**src/rtl/l2_arb_pkg.sv**
```systemverilog
`default_nettype none
// ============================================================================
// Module      : l2_arb_pkg
// Description : Shared types and constants for the L2 port arbiter.
// Revision    : 1.0 - initial release
// ============================================================================
package l2_arb_pkg;

    typedef enum logic [1:0] {
        IDLE  = 2'd0,
        ISSUE = 2'd1,
        WAIT  = 2'd2,
        DONE  = 2'd3
    } arb_state_t;

    typedef enum logic {
        CORE_A = 1'b0,
        CORE_B = 1'b1
    } core_id_t;

    typedef enum logic {
        OP_READ  = 1'b0,
        OP_WRITE = 1'b1
    } op_t;

    localparam int c_CNT_W = 16;

endpackage
`default_nettype wire

```
**src/rtl/l2_port_arbiter_if.sv**
```systemverilog
`default_nettype none
// ============================================================================
// Module      : l2_port_arbiter_if
// Description : L1-side request/response and L2-side port signals of the arbiter.
// Revision    : 1.0 - initial release
// ============================================================================
interface l2_port_arbiter_if #(
    parameter int N  = 32,
    parameter int AW = 10
);
    logic          l1a_read_req;
    logic          l1b_read_req;
    logic          l1a_write_req;
    logic          l1b_write_req;
    logic [AW-1:0] l1a_addr;
    logic [AW-1:0] l1b_addr;
    logic [N-1:0]  l1a_wdata;
    logic [N-1:0]  l1b_wdata;
    logic          l2_busy_in;
    logic [N-1:0]  l2_rdata_in;

    logic          l2_read_request;
    logic          l2_write_request;
    logic [AW-1:0] l2_addr;
    logic [N-1:0]  l2_wdata;
    logic [N-1:0]  l1a_rdata;
    logic [N-1:0]  l1b_rdata;
    logic          l1a_done;
    logic          l1b_done;
    logic          l2_busy_out_a;
    logic          l2_busy_out_b;
    logic          snoop_read_a;
    logic          snoop_read_b;
    logic          snoop_write_a;
    logic          snoop_write_b;

    // Arbiter side
    modport slave (
        input  l1a_read_req, l1b_read_req, l1a_write_req, l1b_write_req,
               l1a_addr, l1b_addr, l1a_wdata, l1b_wdata, l2_busy_in, l2_rdata_in,
        output l2_read_request, l2_write_request, l2_addr, l2_wdata,
               l1a_rdata, l1b_rdata, l1a_done, l1b_done,
               l2_busy_out_a, l2_busy_out_b,
               snoop_read_a, snoop_read_b, snoop_write_a, snoop_write_b
    );

    // L1/L2 environment side
    modport master (
        output l1a_read_req, l1b_read_req, l1a_write_req, l1b_write_req,
               l1a_addr, l1b_addr, l1a_wdata, l1b_wdata, l2_busy_in, l2_rdata_in,
        input  l2_read_request, l2_write_request, l2_addr, l2_wdata,
               l1a_rdata, l1b_rdata, l1a_done, l1b_done,
               l2_busy_out_a, l2_busy_out_b,
               snoop_read_a, snoop_read_b, snoop_write_a, snoop_write_b
    );

endinterface
`default_nettype wire

```
**src/rtl/l2_port_arbiter_rr_pick2.sv**
```systemverilog
`default_nettype none
// ============================================================================
// Module      : rr_pick2
// Description : Combinational two-way round-robin picker; the pointer wins ties.
// Revision    : 1.0 - initial release
// ============================================================================
module rr_pick2
    import l2_arb_pkg::*;
(
    input  wire logic [1:0] i_pending,
    input  core_id_t        i_ptr,
    output logic            o_grant_valid,
    output core_id_t        o_grant_id
);

    always_comb begin
        o_grant_valid = |i_pending;
        case (i_pending)
            2'b01:   o_grant_id = CORE_A;
            2'b10:   o_grant_id = CORE_B;
            default: o_grant_id = i_ptr;
        endcase
    end

endmodule
`default_nettype wire

```
**src/rtl/l2_port_arbiter.sv**
```systemverilog
`default_nettype none
// ============================================================================
// Module      : l2_port_arbiter
// Description : Round-robin sharing of one L2 port between two L1 caches, with
//               whole-transaction grants, snoop broadcast and done pulses.
//               Optional perf counters enabled by macro L2ARB_PERF_EN.
// Revision    : 1.0 - initial release
// ============================================================================
module l2_port_arbiter
    import l2_arb_pkg::*;
#(
    parameter int N  = 32,
    parameter int AW = 10
) (
    input  wire logic        clock,
    input  wire logic        nreset,
    l2_port_arbiter_if.slave bus
`ifdef L2ARB_PERF_EN
    ,
    output logic [c_CNT_W-1:0] grant_cnt_a,
    output logic [c_CNT_W-1:0] grant_cnt_b,
    output logic [c_CNT_W-1:0] contention_cnt
`endif
);

    arb_state_t    r_state;
    arb_state_t    w_next_state;
    core_id_t      r_owner;
    core_id_t      r_ptr;
    op_t           r_op;
    logic [AW-1:0] r_addr;
    logic [N-1:0]  r_wdata;
    logic [N-1:0]  r_rdata_a;
    logic [N-1:0]  r_rdata_b;

    logic [1:0]    w_pending;
    logic          w_grant_valid;
    core_id_t      w_grant_id;
    logic          w_grant;
    op_t           w_grant_op;
    logic          w_capture;

    assign w_pending = {bus.l1b_read_req | bus.l1b_write_req,
                        bus.l1a_read_req | bus.l1a_write_req};

    rr_pick2 u_pick (
        .i_pending     (w_pending),
        .i_ptr         (r_ptr),
        .o_grant_valid (w_grant_valid),
        .o_grant_id    (w_grant_id)
    );

    assign w_grant = (r_state == IDLE) && w_grant_valid;
    // A simultaneous read+write from one core resolves to a write
    assign w_grant_op = ((w_grant_id == CORE_A) ? bus.l1a_write_req : bus.l1b_write_req)
                        ? OP_WRITE : OP_READ;
    assign w_capture = (r_state == WAIT) && !bus.l2_busy_in && (r_op == OP_READ);

    always_ff @(posedge clock) begin
        if (!nreset) begin
            r_state <= IDLE;
        end else begin
            r_state <= w_next_state;
        end
    end

    always_comb begin
        w_next_state = r_state;
        case (r_state)
            IDLE:    if (w_grant_valid) w_next_state = ISSUE;
            ISSUE:   w_next_state = WAIT;
            WAIT:    if (!bus.l2_busy_in) w_next_state = DONE;
            DONE:    w_next_state = IDLE;
            default: w_next_state = IDLE;
        endcase
    end

    always_ff @(posedge clock) begin
        if (!nreset) begin
            r_owner   <= CORE_A;
            r_ptr     <= CORE_A;
            r_op      <= OP_READ;
            r_addr    <= '0;
            r_wdata   <= '0;
            r_rdata_a <= '0;
            r_rdata_b <= '0;
        end else begin
            if (w_grant) begin
                r_owner <= w_grant_id;
                r_op    <= w_grant_op;
                r_addr  <= (w_grant_id == CORE_A) ? bus.l1a_addr  : bus.l1b_addr;
                r_wdata <= (w_grant_id == CORE_A) ? bus.l1a_wdata : bus.l1b_wdata;
            end
            if (w_capture && (r_owner == CORE_A)) r_rdata_a <= bus.l2_rdata_in;
            if (w_capture && (r_owner == CORE_B)) r_rdata_b <= bus.l2_rdata_in;
            if (r_state == DONE) r_ptr <= (r_owner == CORE_A) ? CORE_B : CORE_A;
        end
    end

    always_comb begin
        bus.l2_read_request  = (r_state == ISSUE) && (r_op == OP_READ);
        bus.l2_write_request = (r_state == ISSUE) && (r_op == OP_WRITE);
        // Snoops go to the core that does not own the transaction
        bus.snoop_read_a     = bus.l2_read_request  && (r_owner == CORE_B);
        bus.snoop_write_a    = bus.l2_write_request && (r_owner == CORE_B);
        bus.snoop_read_b     = bus.l2_read_request  && (r_owner == CORE_A);
        bus.snoop_write_b    = bus.l2_write_request && (r_owner == CORE_A);
        bus.l1a_done         = (r_state == DONE) && (r_owner == CORE_A);
        bus.l1b_done         = (r_state == DONE) && (r_owner == CORE_B);
        bus.l2_busy_out_a    = (r_state != IDLE);
        bus.l2_busy_out_b    = (r_state != IDLE);
        bus.l2_addr          = r_addr;
        bus.l2_wdata         = r_wdata;
        bus.l1a_rdata        = r_rdata_a;
        bus.l1b_rdata        = r_rdata_b;
    end

`ifdef L2ARB_PERF_EN
    logic [c_CNT_W-1:0] r_grant_cnt_a;
    logic [c_CNT_W-1:0] r_grant_cnt_b;
    logic [c_CNT_W-1:0] r_contention_cnt;

    always_ff @(posedge clock) begin
        if (!nreset) begin
            r_grant_cnt_a    <= '0;
            r_grant_cnt_b    <= '0;
            r_contention_cnt <= '0;
        end else begin
            if (w_grant && (w_grant_id == CORE_A)) r_grant_cnt_a <= r_grant_cnt_a + 1'b1;
            if (w_grant && (w_grant_id == CORE_B)) r_grant_cnt_b <= r_grant_cnt_b + 1'b1;
            if (w_grant && (&w_pending))           r_contention_cnt <= r_contention_cnt + 1'b1;
        end
    end

    assign grant_cnt_a    = r_grant_cnt_a;
    assign grant_cnt_b    = r_grant_cnt_b;
    assign contention_cnt = r_contention_cnt;
`endif

endmodule
`default_nettype wire

```
**src/flat_wrapper.sv**
```systemverilog
// flat-port wrapper written by rule: the top's interface ports become plain ports
module l2_port_arbiter_flat import l2_arb_pkg::*;
#(
    parameter int N  = 32,
    parameter int AW = 10
)
  (clock, nreset, bus_l1a_read_req, bus_l1b_read_req, bus_l1a_write_req, bus_l1b_write_req, bus_l1a_addr, bus_l1b_addr, bus_l1a_wdata, bus_l1b_wdata, bus_l2_busy_in, bus_l2_rdata_in, bus_l2_read_request, bus_l2_write_request, bus_l2_addr, bus_l2_wdata, bus_l1a_rdata, bus_l1b_rdata, bus_l1a_done, bus_l1b_done, bus_l2_busy_out_a, bus_l2_busy_out_b, bus_snoop_read_a, bus_snoop_read_b, bus_snoop_write_a, bus_snoop_write_b);
  l2_port_arbiter_if #(.N(N), .AW(AW)) bus_i ();
  input  wire logic clock;
  input  wire logic nreset;
  input wire logic [$bits(bus_i.l1a_read_req)-1:0] bus_l1a_read_req;
  input wire logic [$bits(bus_i.l1b_read_req)-1:0] bus_l1b_read_req;
  input wire logic [$bits(bus_i.l1a_write_req)-1:0] bus_l1a_write_req;
  input wire logic [$bits(bus_i.l1b_write_req)-1:0] bus_l1b_write_req;
  input wire logic [$bits(bus_i.l1a_addr)-1:0] bus_l1a_addr;
  input wire logic [$bits(bus_i.l1b_addr)-1:0] bus_l1b_addr;
  input wire logic [$bits(bus_i.l1a_wdata)-1:0] bus_l1a_wdata;
  input wire logic [$bits(bus_i.l1b_wdata)-1:0] bus_l1b_wdata;
  input wire logic [$bits(bus_i.l2_busy_in)-1:0] bus_l2_busy_in;
  input wire logic [$bits(bus_i.l2_rdata_in)-1:0] bus_l2_rdata_in;
  output wire logic [$bits(bus_i.l2_read_request)-1:0] bus_l2_read_request;
  output wire logic [$bits(bus_i.l2_write_request)-1:0] bus_l2_write_request;
  output wire logic [$bits(bus_i.l2_addr)-1:0] bus_l2_addr;
  output wire logic [$bits(bus_i.l2_wdata)-1:0] bus_l2_wdata;
  output wire logic [$bits(bus_i.l1a_rdata)-1:0] bus_l1a_rdata;
  output wire logic [$bits(bus_i.l1b_rdata)-1:0] bus_l1b_rdata;
  output wire logic [$bits(bus_i.l1a_done)-1:0] bus_l1a_done;
  output wire logic [$bits(bus_i.l1b_done)-1:0] bus_l1b_done;
  output wire logic [$bits(bus_i.l2_busy_out_a)-1:0] bus_l2_busy_out_a;
  output wire logic [$bits(bus_i.l2_busy_out_b)-1:0] bus_l2_busy_out_b;
  output wire logic [$bits(bus_i.snoop_read_a)-1:0] bus_snoop_read_a;
  output wire logic [$bits(bus_i.snoop_read_b)-1:0] bus_snoop_read_b;
  output wire logic [$bits(bus_i.snoop_write_a)-1:0] bus_snoop_write_a;
  output wire logic [$bits(bus_i.snoop_write_b)-1:0] bus_snoop_write_b;
  assign bus_i.l1a_read_req = bus_l1a_read_req;
  assign bus_i.l1b_read_req = bus_l1b_read_req;
  assign bus_i.l1a_write_req = bus_l1a_write_req;
  assign bus_i.l1b_write_req = bus_l1b_write_req;
  assign bus_i.l1a_addr = bus_l1a_addr;
  assign bus_i.l1b_addr = bus_l1b_addr;
  assign bus_i.l1a_wdata = bus_l1a_wdata;
  assign bus_i.l1b_wdata = bus_l1b_wdata;
  assign bus_i.l2_busy_in = bus_l2_busy_in;
  assign bus_i.l2_rdata_in = bus_l2_rdata_in;
  assign bus_l2_read_request = bus_i.l2_read_request;
  assign bus_l2_write_request = bus_i.l2_write_request;
  assign bus_l2_addr = bus_i.l2_addr;
  assign bus_l2_wdata = bus_i.l2_wdata;
  assign bus_l1a_rdata = bus_i.l1a_rdata;
  assign bus_l1b_rdata = bus_i.l1b_rdata;
  assign bus_l1a_done = bus_i.l1a_done;
  assign bus_l1b_done = bus_i.l1b_done;
  assign bus_l2_busy_out_a = bus_i.l2_busy_out_a;
  assign bus_l2_busy_out_b = bus_i.l2_busy_out_b;
  assign bus_snoop_read_a = bus_i.snoop_read_a;
  assign bus_snoop_read_b = bus_i.snoop_read_b;
  assign bus_snoop_write_a = bus_i.snoop_write_a;
  assign bus_snoop_write_b = bus_i.snoop_write_b;
  l2_port_arbiter #(.N(N), .AW(AW)) u_core (.clock(clock), .nreset(nreset), .bus(bus_i));
endmodule
```
**config.mk**
```make
export PLATFORM = sky130hd
export DESIGN_NAME = l2_port_arbiter_flat
export DESIGN_NICKNAME = d
export VERILOG_FILES = /design/src/rtl/l2_arb_pkg.sv /design/src/rtl/l2_port_arbiter_if.sv /design/src/rtl/l2_port_arbiter_rr_pick2.sv /design/src/rtl/l2_port_arbiter.sv /design/src/flat_wrapper.sv
export SDC_FILE = /design/constraint.sdc
export NUM_CORES = 1
export LEC_CHECK = 0
export CAP_MARGIN = 20
export CORE_MARGIN = 10
export CORE_UTILIZATION = 40
export DETAILED_ROUTE_END_ITERATION = 10
export GPL_ROUTABILITY_DRIVEN = 0
export GPL_TIMING_DRIVEN = 0
export PLACE_DENSITY = 0.82
export SETUP_SLACK_MARGIN = 0.02
export SLEW_MARGIN = 15
export SYNTH_ARGS = -nofsm -noshare
export SYNTH_HDL_FRONTEND = slang
export SYNTH_SLANG_ARGS = --single-unit
```
**constraint.sdc**
```tcl
create_clock -name clock -period 1.91 [get_ports clock]
set_input_delay 0.191 -clock clock [delete_from_list [all_inputs] [get_ports clock]]
set_output_delay 0.191 -clock clock [all_outputs]
set_load 0.005 [all_outputs]
```
==> impl_metrics.csv, run 1 <==
group,metric,value,unit
run_status,status,"completed",
die,start_util,0.408,
worst_setup_path,startpoint_type,"register",
pwr,switchingPower,2.53,mW
grt,grt_max_degree,18,
worst_setup_path,worst_r2r_path_depth,7,
drt,vias,5005,
drt,drc,0,
logic_synthesis,synthAdderAreaFrac,0.0189,
logic_synthesis,ys_ff_latch,111,
timing,finalCritPeriodShare,0.959,
logic_synthesis,synth_top_family_by_area,"simple AND/OR/NAND/NOR gates",
logic_synthesis,synth_area_per_cell,8.20,sq um
worst_setup_path,crit_required,1.72,ns
layout,drive_above_1_share,0.122,
logic_synthesis,synthCells,566,
timing,grt_setup_unrepaired,"true",
logic_synthesis,synthMuxAreaShare,0.00674,
worst_setup_path,critPathCaptureType,"output pin",
worst_setup_path,slowest_delay,0.49,ns
place,dpl.hpwl,13800,um
die,core,0.0114,sq mm
pwr,power_density,1070,mW/mm^2
drt,dr.pass1.iters,7,
pwr,power.share.switching,0.312,
drt,postRouteAntennaNets,0,
pwr,p_int,5.60,mW
layout,area_growth,63.7,%
logic_synthesis,synth_seq_area_share,0.479,
hold_path,hold_start,"nreset",
logic_synthesis,ys_types,28,
pwr,pwr-share-seq,0.384,
worst_setup_path,critPathKind,"register to output pin",
run,drv_cap,0,
cts,path_clk_slew,0.07,ns
worst_setup_path,r2r-start,"u_core.r_state[0]$_SDFFE_PN0P_",
pwr,leakage,2.94,nW
worst_setup_path,rrSetupSlack,0.14,ns
layout,nFillCells,933,
drt,wirelength,17600,um
cts,h-tree-depth,3,
hold_path,hold_depth,3,
grt,first_global_vias,5138,
die,chipWidth,128,um
timing,fin_crit,1.83,ns
timing,skew,0.0119,ns
worst_setup_path,r2r-end,"u_core.bus.l2_wdata[17]$_SDFFE_PN0P_",
timing,tightest_slew,0.538,ns
cts,postCtsHoldBufs,0,
timing,slew_headroom,0.641,
worst_setup_path,crit_family,"buffers and inverters",
drt,routedWlPerCell,18.2,um
cts,cts_buffer_depth,2,
timing,setup-violations-final,0,
logic_synthesis,yosys.area_share.simple,0.224,
layout,final_nets,947,
hold_path,whs_endpoint,"u_core.bus.l2_addr[1]$_SDFFE_PN0P_",
worst_setup_path,crit_chain,"inv_1 -> ha_2 -> inv_2 -> buf_4 -> clkdlybuf4s50_1",
timing,hold_violations,0,
cts,clock_sinks,111,
pwr,pwr-share-clk,0.245,
cts,clk_latency,0.34,ns
worst_setup_path,cp.arrival,1.64,ns
drt,drt-initial-drc-count,347,
layout,antenna_cells,0,
timing,setup_tns,0,ns
cts,cts_tree,"done",
worst_setup_path,crit_fanout,4,
worst_setup_path,crit_slowest_cell,"clkdlybuf4s50_1",
timing,fmax,546,MHz
layout,multiInputGateArea,0.00218,sq mm
logic_synthesis,syn_area,0.00464,sq mm
pwr,peakVddDrop,649,uV
cts,numCtsBuffers,9,
die,io_pins,239,
timing,slew_viol_final,0,
logic_synthesis,ys.warnings.count,0,
drt,detail_route.vias_per_cell,5.19,
worst_setup_path,crit_buf_inv,4,
die,die_area,0.0163,sq mm
grt,grt_pass1_wl,27100,um
layout,regArea,0.00222,sq mm
die,die_y,128,um
timing,whs,0.271,ns
logic_synthesis,synth_nets,696,
hold_path,hold_path_class,"input port to register",
logic_synthesis,yosys.area.top_type_share,0.479,
logic_synthesis,synthXorXnorAreaFrac,0,
logic_synthesis,synthTopCellsByArea,"dfxtp_1, nand2_1, o21ai_0",
place,portBuffers,237,
pwr,p_comb_frac,0.371,
cts,clock-root-buffer,"clkbuf_16",
logic_synthesis,synth_area_leader_cell,"dfxtp_1",
logic_synthesis,synth_compound_area_frac,0.210,
grt,grt_overflow_total,0,
die,rows,39,
grt,antenna_found_initial,0,
grt,grt_usage,0.203,
==> cell usage after synthesis <==
library cell and instances:
nand2_1 150, mux2_2 1, o21ai_2 32, a22oi_1 1, o21a_1 1, a31oi_1 44, nand3_1 56, inv_1 4
a211o_1 1, mux2i_1 2, ha_1 7, and2_1 4, nor2b_1 6, or4_1 1, and2b_1 1, dfxtp_1 111
nor2_1 3, buf_6 7, o211a_1 1, buf_1 2, nand3_2 8, or4b_1 1, clkbuf_1 26, buf_4 1
nor4bb_1 1, o21ai_0 77, buf_2 16, and3_1 1
==> power by group through the flow <==
stage	Sequential [mW]	Clock, mW	Combinational (mW)
5_1_grt	3.18	2.12	3.29
4_1_cts	3.11	2.02	3.00
6_report	3.12	2.00	3.02
2_1_floorplan	3.15	0	1.15
3_5_place_dp	3.15	0	2.94
3_3_place_gp	3.12	0	2.88
==> sequential cells by signal, indices dropped and copies added (netlist names) <==
register              cells
u_core.r_owner            1
u_core.r_state            2
u_core.r_op               1
u_core.bus.l2_addr       10
u_core.bus.l2_wdata      32
u_core.r_ptr              1
u_core.bus.l1b_rdata     32
u_core.bus.l1a_rdata     32
==> routing by layer <==
layer | track usage | routed length (um) | up-vias
met4 | 0.0629 | 385 | 0
met1 | 0.217 | 6590 | 2307
met2 | 0.352 | 8590 | 223
li1 | - | - | 2449
met3 | 0.0931 | 2000 | 26
met5 | 0 | 0 | -
==> kinds of logic (layout without fill, tap and decap cells) <==
| logic type | after synthesis | count (layout) |
|---|---|---|
| AND/OR/NAND/NOR | 232 | 232 |
| AO/OA/AOI/OAI | 157 | 157 |
| flip-flops | 111 | 111 |
| buffers and inverters | 56 | 312 |
| adder cells (fa/ha/maj) | 7 | 7 |
| multiplexers | 3 | 3 |
==> what timing repair did <==
action	in CTS	in global routing
setup endpoints to repair	50	74
resized for setup	18	24
cloned	0	0
buffers inserted	3	0
==> tightest hold or removal path, cell delays in order <==
cell	delay [ns]
clkbuf_1	0.20
o21ai_0	0.13
a31oi_1	0.05
==> placed cells by master (no fill, tap or decap), types with 3 or more instances in the layout <==
cell type	instances
dlygate4sd2_1	4
buf_2	12
ha_1	4
nand3_2	8
nand2_1	150
o21ai_0	77
clkdlybuf4s50_1	230
buf_4	8
clkbuf_2	8
dlymetal6s2s_1	3
o21ai_2	32
buf_6	7
nor2b_1	5
and2_1	4
nand3_1	56
clkbuf_1	20
dfxtp_1	109
a31oi_1	44
clkbuf_16	9
==> worst max path at each step <==
| stage | startpoint | depth (start not counted) | slack [ns] | endpoint |
|---|---|---|---|---|
| final | u_core.r_state[0]$_SDFFE_PN0P_ | 5 | 0.08 | bus_l2_busy_out_b |
| after global routing | u_core.r_state[0]$_SDFFE_PN0P_ | 7 | 0.005 | u_core.bus.l1b_rdata[5]$_SDFFE_PN0P_ |
| after CTS | u_core.r_state[0]$_SDFFE_PN0P_ | 6 | 0.03 | u_core.bus.l1b_rdata[22]$_SDFFE_PN0P_ |
| after detailed placement | bus_l1b_write_req | 8 | -0.60 | u_core.bus.l2_wdata[23]$_SDFFE_PN0P_ |
| after global placement | bus_l1b_write_req | 8 | -0.54 | u_core.bus.l2_wdata[10]$_SDFFE_PN0P_ |
| after floorplan | bus_l1b_write_req | 7 | 0.33 | u_core.bus.l2_addr[0]$_SDFFE_PN0P_ |
==> stage by stage <==
stage                util  cell area (sq um)  total power, mW  setup WS [ns]  cells
floorplan               -               4640             4.30          0.331    566
global placement    0.633               7190             6.00         -0.539    946
detailed placement  0.633               7190             6.09         -0.604    946
CTS                 0.665               7560             8.14         0.0347    965
global route        0.668               7600             8.59        0.00452    965
finish              0.668               7600             8.13         0.0780    965
==> final cells by class <==
| cell class | instances | share of cell area |
|---|---|---|
| Tap cell | 143 | 0.0235 |
| Timing Repair Buffer | 240 | 0.315 |
| Sequential cell | 111 | 0.293 |
| Clock buffer | 11 | 0.0306 |
| Clock inverter | 5 | 0.0109 |
| Inverter | 4 | 0.00198 |
| Multi-Input combinational cell | 399 | 0.286 |
| Buffer | 52 | 0.0384 |
Power figures use the tool's default switching activity.
==> run 2, diff against run 1 <==
--- a/config.mk
+++ b/config.mk
@@ -7,11 +7,11 @@
 export LEC_CHECK = 0
 export CAP_MARGIN = 20
 export CORE_MARGIN = 10
-export CORE_UTILIZATION = 40
+export CORE_UTILIZATION = 33
 export DETAILED_ROUTE_END_ITERATION = 10
 export GPL_ROUTABILITY_DRIVEN = 0
 export GPL_TIMING_DRIVEN = 0
-export PLACE_DENSITY = 0.82
+export PLACE_DENSITY = 0.7
 export SETUP_SLACK_MARGIN = 0.02
 export SLEW_MARGIN = 15
 export SYNTH_ARGS = -nofsm -noshare
==> run 2 against run 1 <==
Effect of this change:
- combinational power is 1% higher
- first-iteration DRC count is 14% lower
- sequential share of layout area hardly changed
- final cell count is 3.8% higher
- cell area is 0.36% higher
- via count is 0.68% lower
- sequential power hardly changed
- sequential cell count stayed put
- maximum frequency is 1.1% lower
- utilization is 12 points lower
- highest routed layer unchanged
==> impl_metrics.csv, run 2 (synthesis gave the netlist of run 1 again) <==
group,metric,value,unit
drt,drt-initial-drc-count,300,
pwr,peakVddDrop,496,uV
timing,slew_viol_final,0,
drt,dr.pass1.iters,5,
die,rows,43,
timing,hold_violations,0,
cts,h-tree-depth,3,
timing,slew_headroom,0.635,
worst_setup_path,critPathKind,"register to output pin",
worst_setup_path,crit_fanout,4,
place,dp_cells,983,
cts,numCtsBuffers,9,
pwr,p_total,7.93,mW
place,portBuffers,237,
cts,clk_latency,0.35,ns
timing,finalCritPeriodShare,0.970,
timing,setup_tns,0,ns
place,placed_cell_area,0.00724,sq mm
die,core,0.0138,sq mm
worst_setup_path,slowest_delay,0.54,ns
cts,clock-root-buffer,"clkbuf_16",
grt,grt_overflow_total,0,
timing,setup-violations-final,0,
die,chipWidth,139,um
drt,detail_route.vias_per_cell,4.96,
cts,path_clk_slew,0.08,ns
grt,grt_usage,0.172,
run_status,status,"completed",
layout,nFillCells,1246,
die,io_pins,239,
timing,fmax,540,MHz
place,dpl.hpwl,13900,um
cts,clock_sinks,111,
pwr,power_density,1040,mW/mm^2
worst_setup_path,cp.arrival,1.66,ns
timing,skew,0.0107,ns
layout,final_nets,948,
worst_setup_path,critPathCaptureType,"output pin",
drt,drc,0,
layout,drive_above_1_share,0.125,
worst_setup_path,crit_required,1.72,ns
die,start_util,0.336,
hold_path,hold_path_class,"input port to register",
grt,grt_pass1_wl,27200,um
layout,stdcell_area,0.00763,sq mm
drt,postRouteAntennaNets,0,
layout,antenna_cells,0,
die,die_area,0.0192,sq mm
worst_setup_path,crit_buf_inv,2,
run,drv_cap,0,
drt,vias,4971,
grt,grt_max_degree,18,
grt,first_global_vias,5037,
layout,final_cell_mix,"clkdlybuf4s50_1, nand2_1, dfxtp_1, o21ai_0, nand3_1",
grt,antenna_found_initial,0,
cts,cts_buffer_depth,2,
layout,stdcell_count,1002,
layout,area_growth,64.3,%
layout,final_common_cell,"clkdlybuf4s50_1",
worst_setup_path,crit_chain,"buf_4 -> ha_4 -> and3_1 -> clkdlybuf4s50_1",
die,die_y,139,um
timing,tightest_slew,0.547,ns
worst_setup_path,crit_slowest_cell,"clkdlybuf4s50_1",
drt,wirelength,17300,um
pwr,leakage,2.90,nW
worst_setup_path,startpoint_type,"register",
worst_setup_path,crit_family,"buffers and inverters",
timing,fin_crit,1.85,ns
cts,cts_tree,"done",
timing,grt_setup_unrepaired,"false",
cts,postCtsHoldBufs,0,
drt,routedWlPerCell,17.3,um
[run 2: what timing repair did]
item                       4_1_cts  5_1_grt
gates resized for setup         19       26
gates cloned                     0        0
setup endpoints to repair       49       74
pin swaps                        0        0
buffers inserted                 1        3
[run 2: final timing paths]
check | startpoint | end | slack, ns | depth (start not counted)
min | nreset | u_core.bus.l2_addr[9]$_SDFFE_PN0P_ | 0.25 | 3
max | u_core.r_state[0]$_SDFFE_PN0P_ | bus_snoop_write_a | 0.06 | 4
max reg2reg | u_core.r_state[0]$_SDFFE_PN0P_ | u_core.bus.l1b_rdata[23]$_SDFFE_PN0P_ | 0.21 | 7
min reg2reg | u_core.bus.l1a_rdata[28]$_SDFFE_PN0P_ | u_core.bus.l1a_rdata[28]$_SDFFE_PN0P_ | 0.46 | 2
[run 2: through the flow]
stage | utilization | worst slack, ns | hold WS, ns
final | 0.552 | 0.0567 | 0.255
after global routing | 0.552 | 0.0180 | 0.274
after CTS | 0.546 | -0.0171 | 0.231
after detailed placement | 0.523 | -0.658 | 0.448
after global placement | 0.523 | -0.546 | 0.444
after floorplan | - | 0.331 | 0.321
[run 2: worst register-to-register path: cells and delay by family, from the launching register on]
family / cells / cell delay [ns]
compound gates: 1 / 0.11
fa+ha+maj: 1 / 0.20
buf+inv: 3 / 0.59
flops: 1 / 0.36
simple gates: 2 / 0.36
[run 2: cell type report]
class / instances / area (sq um) / area share
well taps: 180 / 225 / 0.0295
plain buffers: 52 / 300 / 0.0394
multi-input cells: 399 / 2190 / 0.287
repair buffers: 241 / 2400 / 0.315
flip-flops and latches: 111 / 2230 / 0.292
inverters: 4 / 15.0 / 0.00197
clock buffers: 9 / 225 / 0.0295
clock inverters: 6 / 37.5 / 0.00492
[run 2: metal layers]
metal | GRT usage | vias up | wire length (um)
met3 | 0.0658 | 19 | 1680
li1 | - | 2458 | -
met4 | 0.0583 | 0 | 321
met5 | 0 | - | 0
met1 | 0.198 | 2287 | 6970
met2 | 0.285 | 207 | 8370
[run 2: where the power goes]
group          leakage [nW]  switching [mW]  total [mW]  internal (mW)
combinational          1.86            1.41        3.06           1.65
sequential            0.908           0.300        3.13           2.83
clock                 0.135           0.863        1.74          0.877
total                  2.90            2.57        7.93           5.36
==> run 3, diff against run 2 <==
--- a/config.mk
+++ b/config.mk
@@ -9,9 +9,10 @@
 export CORE_MARGIN = 10
 export CORE_UTILIZATION = 33
 export DETAILED_ROUTE_END_ITERATION = 10
+export DONT_BUFFER_PORTS = 1
 export GPL_ROUTABILITY_DRIVEN = 0
 export GPL_TIMING_DRIVEN = 0
-export PLACE_DENSITY = 0.7
+export PLACE_DENSITY = 0.48
 export SETUP_SLACK_MARGIN = 0.02
 export SLEW_MARGIN = 15
 export SYNTH_ARGS = -nofsm -noshare
==> constraint.sdc (replaced) <==
create_clock -name clock -period 1.91 [get_ports clock]
set_input_delay 0.191 -clock clock [delete_from_list [all_inputs] [get_ports clock]]
set_output_delay 0.191 -clock clock [all_outputs]
set_load 0.05 [all_outputs]
==> run 3 against run 2 <==
Effect of this change:
- count of clock-buffer cells in the layout up 2
- critical path type unchanged
- final cell count down 12%
- combinational power down 34%
- largest cell class is now registers
- worst setup slack worse by 0.028 ns
- sequential power up 56%
- global-route usage down 0.32 points
==> impl_metrics.csv, run 3 (synthesis gave the netlist of run 1 again) <==
group,metric,value,unit
run,drv_cap,0,
die,chipWidth,139,um
place,dp_cells,748,
die,rows,43,
drt,postRouteAntennaNets,0,
worst_setup_path,crit_required,1.72,ns
drt,detail_route.vias_per_cell,5.29,
die,die_area,0.0192,sq mm
layout,final_cell_mix,"nand2_1, dlygate4sd3_1, dfxtp_1, o21ai_0, nand3_1",
layout,multiInputGateArea,0.00217,sq mm
die,core,0.0138,sq mm
grt,first_global_vias,4630,
worst_setup_path,crit_fanout,4,
cts,cts_tree,"done",
timing,fin_crit,1.88,ns
layout,regArea,0.00222,sq mm
worst_setup_path,critPathKind,"register to output pin",
cts,path_clk_slew,0.07,ns
pwr,power_density,1380,mW/mm^2
layout,nFillCells,1326,
place,portBuffers,0,
cts,clk_latency,0.34,ns
timing,slew_viol_final,0,
drt,routedWlPerCell,19.4,um
die,io_pins,239,
pwr,leakage,2.43,nW
layout,final_nets,822,
drt,vias,4644,
grt,grt_pass1_wl,26500,um
cts,cts_buffer_depth,2,
cts,numCtsBuffers,9,
timing,hold_violations,0,
drt,drt-initial-drc-count,342,
timing,fmax,532,MHz
layout,final_common_cell,"nand2_1",
cts,clock-root-buffer,"clkbuf_16",
cts,cts_setup_buffers,0,
hold_path,hold_path_class,"input port to register",
layout,stdcell_count,878,
grt,grt_max_degree,18,
timing,slew_headroom,0.587,
timing,tightest_slew,0.619,ns
layout,fin_util,0.461,
drt,dr.pass1.iters,6,
die,die_y,139,um
grt,antenna_found_initial,1,
die,start_util,0.336,
worst_setup_path,cp.arrival,1.69,ns
grt,grt_usage,0.169,
timing,finalCritPeriodShare,0.985,
pwr,p_total,8.79,mW
timing,grt_setup_unrepaired,"true",
place,dpl.hpwl,12400,um
worst_setup_path,critPathCaptureType,"output pin",
drt,wirelength,17000,um
timing,skew,0.00555,ns
drt,drc,0,
layout,area_growth,37.2,%
cts,h-tree-depth,3,
grt,grt_overflow_total,0,
cts,clock_sinks,111,
timing,setup-violations-final,0,
worst_setup_path,startpoint_type,"register",
timing,setup_tns,0,ns
run_status,status,"completed",
layout,drive_above_1_share,0.142,
pwr,peakVddDrop,752,uV
==> run 3: cell types whose count changed in the layout (fill, tap and decap cells not counted), moves of 4 or more <==
cell,before,now
buf_4,7,0
dlygate4sd3_1,0,113
buf_2,11,15
clkdlybuf4s50_1,233,0
==> run 3: metrics by stage <==
step / cell area [sq um] / worst slack [ns] / hold WS [ns]
floorplan: 4650 / 0.0851 / 0.321
global placement: 4870 / -0.0783 / 0.326
detailed placement: 4890 / -0.155 / 0.331
CTS: 6350 / 0.00743 / 0.000218
global route: 6370 / -0.0308 / 0.00720
finish: 6370 / 0.0288 / 0.00977
==> run 3: area by class of cell <==
| cell class | count | share of cell area |
|---|---|---|
| sequential | 111 | 0.349 |
| multi-input combinational | 399 | 0.341 |
| timing repair buffer | 115 | 0.180 |
| buffer | 52 | 0.0454 |
| clock buffer | 11 | 0.0365 |
| tap | 180 | 0.0354 |
| clock inverter | 5 | 0.00904 |
| inverter | 4 | 0.00295 |
| antenna | 1 | 0.000393 |
==> run 3: where the power goes <==
group,switching [mW],internal [mW],leakage (nW)
Clock,0.854,1.02,0.144
Sequential,2.06,2.82,0.908
Combinational,1.28,0.756,1.38
==> run 3: worst max-delay path: stages, from the launching register on <==
cell	delay, ns
dfxtp_2	0.34
inv_2	0.09
ha_4	0.14
nor2b_4	0.36
nor2b_4	0.42
==> run 3: timing repair <==
action,in CTS,in global routing
endpoints found under the hold margin,106,0
endpoints found under the setup margin,21,45
hold buffers,113,0
gates resized for setup,17,11
cloned,0,0
==> run 3: layer usage <==
layer,part of all wire,GRT usage,vias up
li1,-,-,2205
met1,0.37,0.182,2176
met2,0.50,0.284,240
met3,0.12,0.0818,23
met4,0.018,0.0533,0
met5,0,0,-
==> run 3: final timing paths <==
path | startpoint | endpoint | slack (ns) | cells past startpoint
setup / recovery | u_core.r_state[1]$_SDFFE_PN0P_ | bus_snoop_read_b | 0.03 | 4
hold / removal | bus_l2_rdata_in[30] | u_core.bus.l1b_rdata[30]$_SDFFE_PN0P_ | 0.01 | 2
setup reg to reg | u_core.r_state[0]$_SDFFE_PN0P_ | u_core.bus.l2_addr[5]$_SDFFE_PN0P_ | 0.13 | 7
hold reg to reg | u_core.r_ptr$_SDFFE_PN0N_ | u_core.r_owner$_SDFFE_PN0P_ | 0.56 | 2
